<file path="src/rtl/alu_op_sequencer.sv">
// Control front-end for the 32-bit ALU: start/done handshake, registered operands and
// result-mux select, and a multi-cycle restoring remainder engine for MOD.
module alu_op_sequencer #(
  parameter int unsigned W  = 32,
  parameter int unsigned CW = 6
) (
  input  logic         clk,
  input  logic         reset,
  input  logic         start,
  input  logic [2:0]   opcode,
  input  logic [W-1:0] a,
  input  logic [W-1:0] b,
  output logic [2:0]   alu_sel,
  output logic [W-1:0] op_a,
  output logic [W-1:0] op_b,
  output logic         busy,
  output logic         done,
  output logic [W-1:0] mod_result,
  output logic         div_zero
);

  localparam logic [2:0]    OpMod   = 3'b111;
  localparam logic [CW-1:0] CntLast = CW'(W - 1);

  typedef enum logic [1:0] {
    StIdle,
    StExec,
    StModIter,
    StDone
  } state_e;

  state_e       state_q, state_d;
  logic [2:0]   alu_sel_q, alu_sel_d;
  logic [W-1:0] op_a_q, op_a_d;
  logic [W-1:0] op_b_q, op_b_d;
  logic [W-1:0] mod_result_q, mod_result_d;
  logic         div_zero_q, div_zero_d;
  logic [CW-1:0] cnt_q, cnt_d;
  logic [W:0]   rem_q, rem_d;
  logic [W-1:0] dvd_q, dvd_d;

  // Remainder stays below op_b, so rem_q[W] is always zero; only the low W bits shift in.
  logic [W:0]   trial;
  logic [W:0]   trial_diff;
  logic         trial_ge;
  logic [W:0]   rem_step;

  always_comb begin
    trial      = {rem_q[W-1:0], dvd_q[W-1]};
    trial_ge   = (trial >= {1'b0, op_b_q});
    trial_diff = trial - {1'b0, op_b_q};
    rem_step   = trial_ge ? trial_diff : trial;
  end

  always_comb begin
    state_d      = state_q;
    alu_sel_d    = alu_sel_q;
    op_a_d       = op_a_q;
    op_b_d       = op_b_q;
    mod_result_d = mod_result_q;
    div_zero_d   = div_zero_q;
    cnt_d        = cnt_q;
    rem_d        = rem_q;
    dvd_d        = dvd_q;

    unique case (state_q)
      StIdle: begin
        if (start) begin
          op_a_d     = a;
          op_b_d     = b;
          alu_sel_d  = opcode;
          div_zero_d = 1'b0;
          if (opcode != OpMod) begin
            state_d = StExec;
          end else if (b == '0) begin
            // Divide by zero: report the dividend unchanged and flag it.
            state_d      = StExec;
            div_zero_d   = 1'b1;
            mod_result_d = a;
          end else begin
            state_d = StModIter;
            rem_d   = '0;
            dvd_d   = a;
            cnt_d   = '0;
          end
        end
      end
      StExec: begin
        state_d = StDone;
      end
      StModIter: begin
        dvd_d = dvd_q << 1;
        rem_d = rem_step;
        cnt_d = cnt_q + CW'(1);
        if (cnt_q == CntLast) begin
          mod_result_d = rem_step[W-1:0];
          state_d      = StDone;
        end
      end
      StDone: begin
        state_d = StIdle;
      end
      default: begin
        state_d = StIdle;
      end
    endcase
  end

  always_ff @(posedge clk) begin
    if (reset) begin
      state_q      <= StIdle;
      alu_sel_q    <= '0;
      op_a_q       <= '0;
      op_b_q       <= '0;
      mod_result_q <= '0;
      div_zero_q   <= 1'b0;
      cnt_q        <= '0;
      rem_q        <= '0;
      dvd_q        <= '0;
    end else begin
      state_q      <= state_d;
      alu_sel_q    <= alu_sel_d;
      op_a_q       <= op_a_d;
      op_b_q       <= op_b_d;
      mod_result_q <= mod_result_d;
      div_zero_q   <= div_zero_d;
      cnt_q        <= cnt_d;
      rem_q        <= rem_d;
      dvd_q        <= dvd_d;
    end
  end

  always_comb begin
    alu_sel    = alu_sel_q;
    op_a       = op_a_q;
    op_b       = op_b_q;
    mod_result = mod_result_q;
    div_zero   = div_zero_q;
    busy       = (state_q != StIdle);
    done       = (state_q == StDone);
  end

endmodule

</file>
<file path="config.mk">
export PLATFORM = sky130hd
export DESIGN_NAME = alu_op_sequencer
export DESIGN_NICKNAME = d
export VERILOG_FILES = /design/src/rtl/alu_op_sequencer.sv
export SDC_FILE = /design/constraint.sdc
export NUM_CORES = 1
export LEC_CHECK = 0
export ABC_AREA = 1
export BUFFER_PORTS_ARGS = -buffer_cell sky130_fd_sc_hd__buf_2
export CORE_UTILIZATION = 57
export CTS_CLUSTER_SIZE = 30
export DETAILED_ROUTE_END_ITERATION = 7
export PLACE_DENSITY = 0.81
export SLEW_MARGIN = 15
export SYNTH_ARGS = -nofsm -noshare
export SYNTH_HDL_FRONTEND = slang
export SYNTH_SLANG_ARGS = --single-unit
export TNS_END_PERCENT = 20
</file>
<file path="constraint.sdc">
create_clock -name clk -period 2.4 [get_ports clk]
set_input_delay 0.24 -clock clk [delete_from_list [all_inputs] [get_ports clk]]
set_output_delay 0.24 -clock clk [all_outputs]
set_load 0.01 [all_outputs]
</file>
==> results.json, run 1 <==
{
  "status": "complete, no violations",
  "routed_wl_um": 31700,
  "final_area_sq_um": 12400,
  "finalNonFillerCells": 2050,
  "grt_usage": 0.345,
  "syn_avg_cell_area_sq_um": 6.15,
  "power_switching_share": 0.489,
  "critPathMaxFanout": 19,
  "initial_core_util": 0.584,
  "yosysUniqueCellTypes": 38,
  "min_period_ns": 2.33,
  "skew_ns": 0.00859,
  "area_growth_pct": 22.2,
  "finalCritPeriodShare": 0.971,
  "grt_pass1_wl_um": 48900,
  "drv_cap": 0,
  "synth.top_cell.area_share": 0.340,
  "finish.utilization": 0.714,
  "cp-end-kind": "register",
  "fin_ws_ns": 0.0697,
  "clkTransAtPathRegs_ns": 0.07,
  "power_frac_seq": 0.230,
  "regArea_sq_um": 3440,
  "setup_viol": 0,
  "cp_slowest_cell": "ha_1",
  "path_cells": "inv_1 -> ha_1 -> nand2_2 -> inv_1 -> nand2_1 -> nand2_1 -> inv_1 -> nand3_2 -> nand2_1 -> nand2_2 -> nand2_4 -> nand2_4 -> buf_12 -> nand2_1 -> nand3_2 -> a21oi_2",
  "leakagePower_nw": 6.62,
  "drive_gt1_frac": 0.185,
  "io_buffers": 171,
  "ys_seq_area_frac": 0.340,
  "multi_input_area_sq_um": 5750,
  "synthCells": 1649,
  "drc": 0,
  "place.gp.congestion": 0.998,
  "cts.sinks": 172,
  "grt_pass1_vias": 9545,
  "comb_power_share": 0.614,
  "syn_area_sq_um": 10100,
  "yosysWarnings": 0,
  "crit_type": "register to register",
  "grt-ovfl-total": 0,
  "die_area_sq_um": 18300,
  "cpPeakStageDelay_ns": 0.37,
  "timing.fmax_mhz": 429,
  "dp_slack_ns": 0.0314,
  "root_buffer": "clkbuf_16",
  "placed_cell_area_sq_um": 11400,
  "cp.required_ns": 2.77,
  "final_nets": 1921,
  "path_common_cell": "nand2_1",
  "num_antenna_cells": 0,
  "antenna_found_initial": 0,
  "synth_edf_count": 0,
  "htree_levels": 4,
  "wl_per_cell_um": 15.5,
  "drt-pass1-iter-count": 7,
  "synth_commonest_cells": "nand2_1 (495), inv_1 (256), nor2_1 (195), a21oi_1 (182), dfxtp_1 (172)",
  "synth-async-reset-ratio": 0,
  "dp_cells": 2013,
  "dp_hpwl_um": 23500,
  "internal_power_mw": 8.88,
  "power_density_nw_per_um2": 1400,
  "vdd_drop_max_mv": 1.40,
  "yosys-top-cells-area": "dfxtp_1 (34%), nand2_1 (18%), inv_1 (9.5%), a21oi_1 (9.0%), nor2_1 (7.2%)",
  "chipWidth_um": 135,
  "hold_viol": 0,
  "fp-row-count": 48,
  "drtIter0Drc": 788,
  "holdCritPathClass": "input pin to register",
  "worstSetupStartpointType": "register",
  "die_h_um": 135,
  "clockBufferDepth": 2,
  "report.final.slew_viol_count": 0,
  "synth.most_common_cell": "nand2_1",
  "slew_headroom": 0.577,
  "synth.ff_latch_count": 172,
  "ios": 172,
  "ant_nets": 0,
  "grt_max_degree": 69,
  "clkLatencyLatePin_ns": 0.44,
  "via_per_inst": 5.24,
  "p_sw_mw": 8.50,
  "dr_total_vias": 10700,
  "arrival_ns": 2.70,
  "cts_made_buffers": 17,
  "yosys.area.top_type": "dfxtp_1",
  "design.core.area_sq_um": 17400,
  "cts_tree": "built",
  "rsz0062_at_grt": "yes",
  "fillers": 1541,
  "worstMarginPinSlew_ns": 0.635,
  "synth_nets": 1757,
  "holdBufCountCts": 0,
  "clkPwrFrac": 0.156,
  "synth_ff_type": "dfxtp_1"
}
## registers in the layout (all words and copies together), names as in the netlist
signal / flops
cnt_q: 6
alu_sel: 3
op_a: 32
rem_q: 32
op_b: 32
state_q: 2
dvd_q: 32
div_zero: 1
mod_result: 32
## cell usage in the layout, fill, tap and decap left out, types with 2 or more instances in the layout
cell type and instances:
a21oi_2 10, nand2_4 2, clkbuf_16 19, ha_2 5, nand3_2 9, nand2_2 13, inv_1 256, nor3_1 2
clkinv_8 2, ha_4 20, xnor2_1 12, inv_6 6, nand2_1 486, a21oi_1 174, nor2_4 2, buf_2 171
o21ai_0 72, nand3_1 87, buf_12 9, and2_1 2, ha_1 12, nor4_1 6, clkinv_4 2, nand4_1 12
dfxtp_1 172, nor2_2 16, nand3b_1 5, nor2_1 180, buf_4 38, xor2_1 4, inv_8 3
## worst paths after layout
kind,cells after the start,slack [ns],startpoint,endpoint
hold / removal,3,0.04,a[10],op_a[10]
setup reg to reg,16,0.07,op_b[7],rem_q[13]
hold reg to reg,2,0.48,alu_sel[1],alu_sel[1]
setup / recovery,16,0.07,op_b[7],rem_q[13]
## power groups by stage
stage / Sequential, mW / Clock, mW / Combinational (mW)
finish: 3.99 / 2.72 / 10.7
global route: 4.06 / 2.86 / 11.8
CTS: 3.95 / 2.73 / 9.67
detailed placement: 4.00 / 0 / 9.59
global placement: 3.99 / 0 / 9.54
floorplan: 4.09 / 0 / 6.37
## metrics by stage
stage          setup TNS, ns  hold WS [ns]  total power, mW
2_1_floorplan              0         0.389             10.5
3_3_place_gp               0         0.454             13.5
3_5_place_dp               0         0.462             13.6
4_1_cts                    0        0.0386             16.4
5_1_grt               -0.310        0.0389             18.7
6_report                   0        0.0441             17.4
## per-layer routing
metal  share of wire  vias to the layer above  routed length, um  GRT usage
met3           0.066                       68               2100     0.0557
met1            0.43                     4851              13500      0.442
met5               0                        -                  0          0
met4           0.032                        0               1010      0.112
li1                -                     5435                  -          -
met2            0.48                      382              15100      0.588
## cells by family (layout without fill, tap and decap cells)
group | Yosys count | in the layout | synth area share
compound gates | 263 | 263 | 0.133
xor+xnor | 17 | 17 | 0.0147
fa+ha+maj | 38 | 38 | 0.0476
buf+inv | 334 | 510 | 0.134
flops | 172 | 172 | 0.340
simple gates | 825 | 825 | 0.331
## layout make-up
| cell class | count | share of cell area |
|---|---|---|
| Tap cell | 225 | 0.0227 |
| Sequential cell | 172 | 0.278 |
| Multi-Input combinational cell | 1143 | 0.464 |
| Inverter | 259 | 0.0788 |
| Clock buffer | 17 | 0.0343 |
| Clock inverter | 14 | 0.0116 |
| Timing Repair Buffer | 220 | 0.111 |
## what timing repair did
action                     4_1_cts  5_1_grt
resized for setup                0       70
setup buffers                    0        4
setup endpoints to repair        0       64
## worst max-delay path, delay by kind of cell, from the launching register on
family / cells / cell delay, ns
buffers and inverters: 4 / 0.34
DFF: 1 / 0.34
adders and majority gates: 1 / 0.37
AOI/OAI and AO/OA: 1 / 0.17
and+or+nand+nor: 10 / 1.04
Note: power is estimated with default switching activity, not from simulation.
==> inputs of run 2 (changes only) <==
--- a/config.mk
+++ b/config.mk
@@ -11,6 +11,7 @@
 export CTS_CLUSTER_SIZE = 30
 export DETAILED_ROUTE_END_ITERATION = 7
 export PLACE_DENSITY = 0.81
+export REMOVE_ABC_BUFFERS = 1
 export SLEW_MARGIN = 15
 export SYNTH_ARGS = -nofsm -noshare
 export SYNTH_HDL_FRONTEND = slang
==> run 2 against run 1 <==
Compared with the run above: highest routed layer unchanged; non-clock buffer count rose by 10; count of clock-buffer cells in the layout up 2; flip-flop and latch count unchanged; final area fell by 0.60%; cell count increased by 0.54%; sequential power shrank 2%; hold slack got worse by 0.0022 ns; critical path type unchanged; total power shrank 1.8%.
==> results.json, run 2 (same netlist as run 1, synthesis figures left out) <==
{
  "placed_cell_area_sq_um": 11500,
  "die_area_sq_um": 18300,
  "antenna_found_initial": 0,
  "clkTransAtPathRegs_ns": 0.07,
  "place.gp.congestion": 0.955,
  "root_buffer": "clkbuf_16",
  "dp_hpwl_um": 21500,
  "die_h_um": 135,
  "regArea_sq_um": 3440,
  "met3_usage": 0.0546,
  "cts_made_buffers": 17,
  "hold_viol": 0,
  "slew_headroom": 0.562,
  "leakagePower_nw": 6.67,
  "num_antenna_cells": 0,
  "drtIter0Drc": 698,
  "busiest_layer": "met2",
  "grt-ovfl-total": 0,
  "grt_pass1_vias": 9787,
  "wl_per_cell_um": 14.3,
  "fillers": 1519,
  "cp-end-kind": "register",
  "cts_tree": "built",
  "holdBufCountCts": 0,
  "final_nets": 1931,
  "setup_viol": 0,
  "ios": 172,
  "initial_core_util": 0.584,
  "min_period_ns": 2.28,
  "ant_nets": 0,
  "layout_commonest_cell": "nand2_1",
  "chipWidth_um": 135,
  "timing.fmax_mhz": 439,
  "io_buffers": 171,
  "final_cell_mix": "nand2_1 (494), inv_1 (256), nor2_1 (189)",
  "arrival_ns": 2.64,
  "worstSetupStartpointType": "register",
  "htree_levels": 4,
  "finalCritPeriodShare": 0.950,
  "cp.required_ns": 2.76,
  "drc": 0,
  "use_met1": 0.431,
  "holdCritPathClass": "input pin to register",
  "finish.utilization": 0.710,
  "via_per_inst": 5.15,
  "drt-pass1-iter-count": 7,
  "dr_total_vias": 10600,
  "crit_type": "register to register",
  "use_met2": 0.541,
  "area_growth_pct": 21.5,
  "skew_ns": 0.0119,
  "routed_wl_um": 29500,
  "worstMarginPinSlew_ns": 0.657,
  "power_density_nw_per_um2": 1390,
  "status": "complete, no violations",
  "clockBufferDepth": 2,
  "design.core.area_sq_um": 17400,
  "grt_usage": 0.326,
  "grt_pass1_wl_um": 47300,
  "critPathMaxFanout": 17,
  "final_area_sq_um": 12300,
  "cts.sinks": 172,
  "report.final.slew_viol_count": 0,
  "clkLatencyLatePin_ns": 0.44,
  "drv_cap": 0,
  "grt_max_degree": 98,
  "multi_input_area_sq_um": 5560,
  "fp-row-count": 48,
  "vdd_drop_max_mv": 0.903,
  "drive_gt1_frac": 0.179
}
==> run 2: worst paths after layout <==
path,startpoint,endpoint,slack (ns),depth (start not counted)
setup / recovery,op_b[26],mod_result[3],0.12,15
hold / removal,a[16],op_a[16],0.04,3
setup reg to reg,op_b[26],mod_result[3],0.12,15
hold reg to reg,div_zero,div_zero,0.46,2
==> run 2: critical path, stage by stage (launching register included) <==
cell and delay [ns]:
dfxtp_2 0.33, inv_1 0.06, ha_1 0.31, buf_4 0.15
nand2_1 0.08, nand2_1 0.06, nand2_1 0.08, nand2_1 0.07
a21oi_2 0.14, nand2_2 0.08, nor2_4 0.20, nand2_4 0.11
buf_12 0.17, nand2_1 0.07, nand3_1 0.09, a21oi_1 0.18
==> run 2: cell type report <==
class	instances	share of cell area
sequential	172	0.280
inverter	259	0.0792
tap	225	0.0229
timing repair buffer	230	0.117
clock buffer	19	0.0360
multi-input combinational	1143	0.451
clock inverter	13	0.0144
==> run 2: power breakdown <==
| part | internal (mW) | leakage, nW | total, mW | switching, mW |
|---|---|---|---|---|
| Sequential | 3.54 | 1.41 | 3.91 | 0.368 |
| Combinational | 3.77 | 4.97 | 10.2 | 6.40 |
| Clock | 1.69 | 0.298 | 2.99 | 1.29 |
==> run 2: repair_timing <==
item	CTS	global route
resized for setup	0	51
endpoints found under the setup margin	0	64
setup buffers	0	2
endpoints found under the hold margin	0	0
==> run 2: per-stage QoR <==
stage	hold WS [ns]	cells	setup TNS, ns	power, mW	setup slack (ns)
after floorplan	0.309	1574	-286.63	10.2	-2.85
after global placement	0.455	2027	0	13.4	0.142
after detailed placement	0.454	2027	0	13.5	0.0755
after CTS	0.0342	2059	0	16.5	0.0470
after global routing	0.0432	2061	-0.113	18.4	-0.0241
final	0.0419	2061	0	17.1	0.120
==> run 2: metal layers <==
layer | wire [um] | share of wire
met5 | 0 | 0
met4 | 555 | 0.019
met3 | 1710 | 0.058
met2 | 13900 | 0.47
met1 | 13300 | 0.45
==> inputs of run 3 (changes only) <==
--- a/config.mk
+++ b/config.mk
@@ -7,11 +7,13 @@
 export LEC_CHECK = 0
 export ABC_AREA = 1
 export BUFFER_PORTS_ARGS = -buffer_cell sky130_fd_sc_hd__buf_2
+export CORE_ASPECT_RATIO = 1.5
 export CORE_UTILIZATION = 57
 export CTS_CLUSTER_SIZE = 30
 export DETAILED_ROUTE_END_ITERATION = 7
-export PLACE_DENSITY = 0.81
+export PLACE_DENSITY = 0.91
 export REMOVE_ABC_BUFFERS = 1
+export SETUP_SLACK_MARGIN = 0.3
 export SLEW_MARGIN = 15
 export SYNTH_ARGS = -nofsm -noshare
 export SYNTH_HDL_FRONTEND = slang
==> run 3 against run 2 <==
Compared with the run above: worst setup slack gained 0.056 ns; sequential share of layout area decreased by 1.9 points; critical path depth did not move; largest cell class unchanged; largest power group unchanged; highest routed layer unchanged.
==> results.json, run 3 (same netlist as run 1, synthesis figures left out) <==
{
  "status": "complete, no violations",
  "final_area_sq_um": 13400,
  "r2r-start": "op_b[5]",
  "grt_pass1_wl_um": 50200,
  "report.final.slew_viol_count": 0,
  "path_buf_inv": 4,
  "holdBufCountCts": 0,
  "io_buffers": 171,
  "min_from": "a[17]",
  "finalCritPeriodShare": 0.927,
  "chipWidth_um": 111,
  "ios": 172,
  "skew_ns": 0.0124,
  "fillers": 1226,
  "arrival_ns": 2.59,
  "antenna_found_initial": 0,
  "htree_levels": 4,
  "num_antenna_cells": 0,
  "crit_cells": 15,
  "hold_depth": 3,
  "vdd_drop_max_mv": 0.998,
  "via_per_inst": 5.54,
  "crit_type": "register to register",
  "clkLatencyLatePin_ns": 0.44,
  "cts_tree": "built",
  "initial_core_util": 0.584,
  "whs_ns": 0.0491,
  "rsz0062_at_grt": "yes",
  "timing.fmax_mhz": 450,
  "wl_per_cell_um": 16.4,
  "cp_slowest_cell": "dfxtp_1",
  "area_growth_pct": 32.0,
  "drt-pass1-iter-count": 8,
  "grt_usage": 0.342,
  "cp.required_ns": 2.77,
  "hold_viol": 0,
  "dp_slack_ns": 0.0497,
  "min_period_ns": 2.22,
  "path_cells": "inv_2 -> ha_4 -> nand2_2 -> nor2_4 -> nand3_1 -> nor2_2 -> nand2_2 -> nand2_2 -> nor2_4 -> buf_12 -> buf_8 -> buf_12 -> nand3_1 -> nand3_2 -> a21oi_1",
  "dp_hpwl_um": 22600,
  "fp-row-count": 59,
  "cts.sinks": 172,
  "drive_gt1_frac": 0.294,
  "drv_cap": 0,
  "fin_ws_ns": 0.176,
  "clockBufferDepth": 2,
  "final_cell_mix": "nand2_1 (434), inv_1 (220), nor2_1 (171), buf_2 (171), a21oi_1 (151)",
  "drc": 0,
  "dr_total_vias": 11400,
  "drtIter0Drc": 1062,
  "critPathLaunch": "op_b[5]",
  "power_density_nw_per_um2": 1480,
  "final_nets": 1948,
  "die_h_um": 165,
  "worstMarginPinSlew_ns": 0.697,
  "place.gp.congestion": 1.01,
  "cts_made_buffers": 17,
  "root_buffer": "clkbuf_16",
  "design.core.area_sq_um": 17300,
  "power_mw": 19.8,
  "critPathTopFamily": "simple AND/OR/NAND/NOR gates",
  "layout_commonest_cell": "nand2_1",
  "grt_pass1_vias": 10400,
  "placed_cell_area_sq_um": 11400,
  "slew_headroom": 0.535,
  "die_area_sq_um": 18300,
  "ant_nets": 0,
  "cpPeakStageDelay_ns": 0.39,
  "clkTransAtPathRegs_ns": 0.07,
  "grt_max_degree": 69,
  "cp-end-kind": "register",
  "grt-ovfl-total": 0,
  "worstSetupStartpointType": "register",
  "r2r.worst_path.cells": 15,
  "leakagePower_nw": 6.88,
  "path_common_cell": "nand2_2",
  "critPathMaxFanout": 5,
  "holdCritPathClass": "input pin to register",
  "routed_wl_um": 33900,
  "setup_viol": 0
}
run 3: cell types whose count changed in the layout (fill, tap and decap cells not counted), moves of 9 or more:
| cell | change |
|---|---|
| inv_2 | +35 |
| ha_1 | -26 |
| nor2_1 | -18 |
| nand2_1 | -60 |
| a21oi_1 | -16 |
| dfxtp_1 | -31 |
| ha_4 | +29 |
| nand2_2 | +45 |
| nor2_4 | +12 |
| inv_1 | -36 |
| nand2_4 | +14 |
| a21oi_2 | +14 |
| nand3_1 | -9 |
| dfxtp_2 | +30 |
run 3: layer usage:
layer / part of all wire / track usage / vias up
met5: 0 / 0 / -
met4: 0.053 / 0.193 / 0
met3: 0.063 / 0.0555 / 146
met2: 0.52 / 0.621 / 541
met1: 0.37 / 0.380 / 5257
li1: - / - / 5498
run 3: layout make-up:
type	count	area, sq um	area share
clock buffers	20	467	0.0349
clock inverters	12	110	0.00823
inverters	259	978	0.0731
multi-input cells	1143	6430	0.481
flip-flops and latches	172	3490	0.260
well taps	213	267	0.0199
repair buffers	247	1640	0.123
run 3: where the power goes:
group | switching (mW) | leakage (nW) | internal, mW
clock | 1.22 | 0.287 | 1.52
combinational | 7.83 | 5.18 | 5.15
sequential | 0.462 | 1.42 | 3.57
total | 9.51 | 6.88 | 10.2
run 3: path summary, 6_finish.rpt:
path | to | slack [ns]
worst min-delay path | op_a[17] | 0.05
worst min register to register | div_zero | 0.47
worst max register to register | rem_q[14] | 0.18
worst max-delay path | rem_q[14] | 0.18
run 3: timing repair:
item                       4_1_cts  5_1_grt
cloned                           0        2
resized for setup              110      191
setup buffers                    5       22
pin swaps                       20       60
hold endpoints to repair         0        0
setup endpoints to repair       75      135
run 3: through the flow:
stage	TNS (ns)	util	cells
after floorplan	-286.63	-	1574
final	0	0.771	2066
after CTS	0	0.726	2042
after detailed placement	0	0.655	2005
after global routing	0	0.771	2066
after global placement	0	0.655	2005
run 3: tightest hold or removal path: stages:
cell     delay (ns)
buf_2          0.09
inv_1          0.06
a21oi_1        0.05
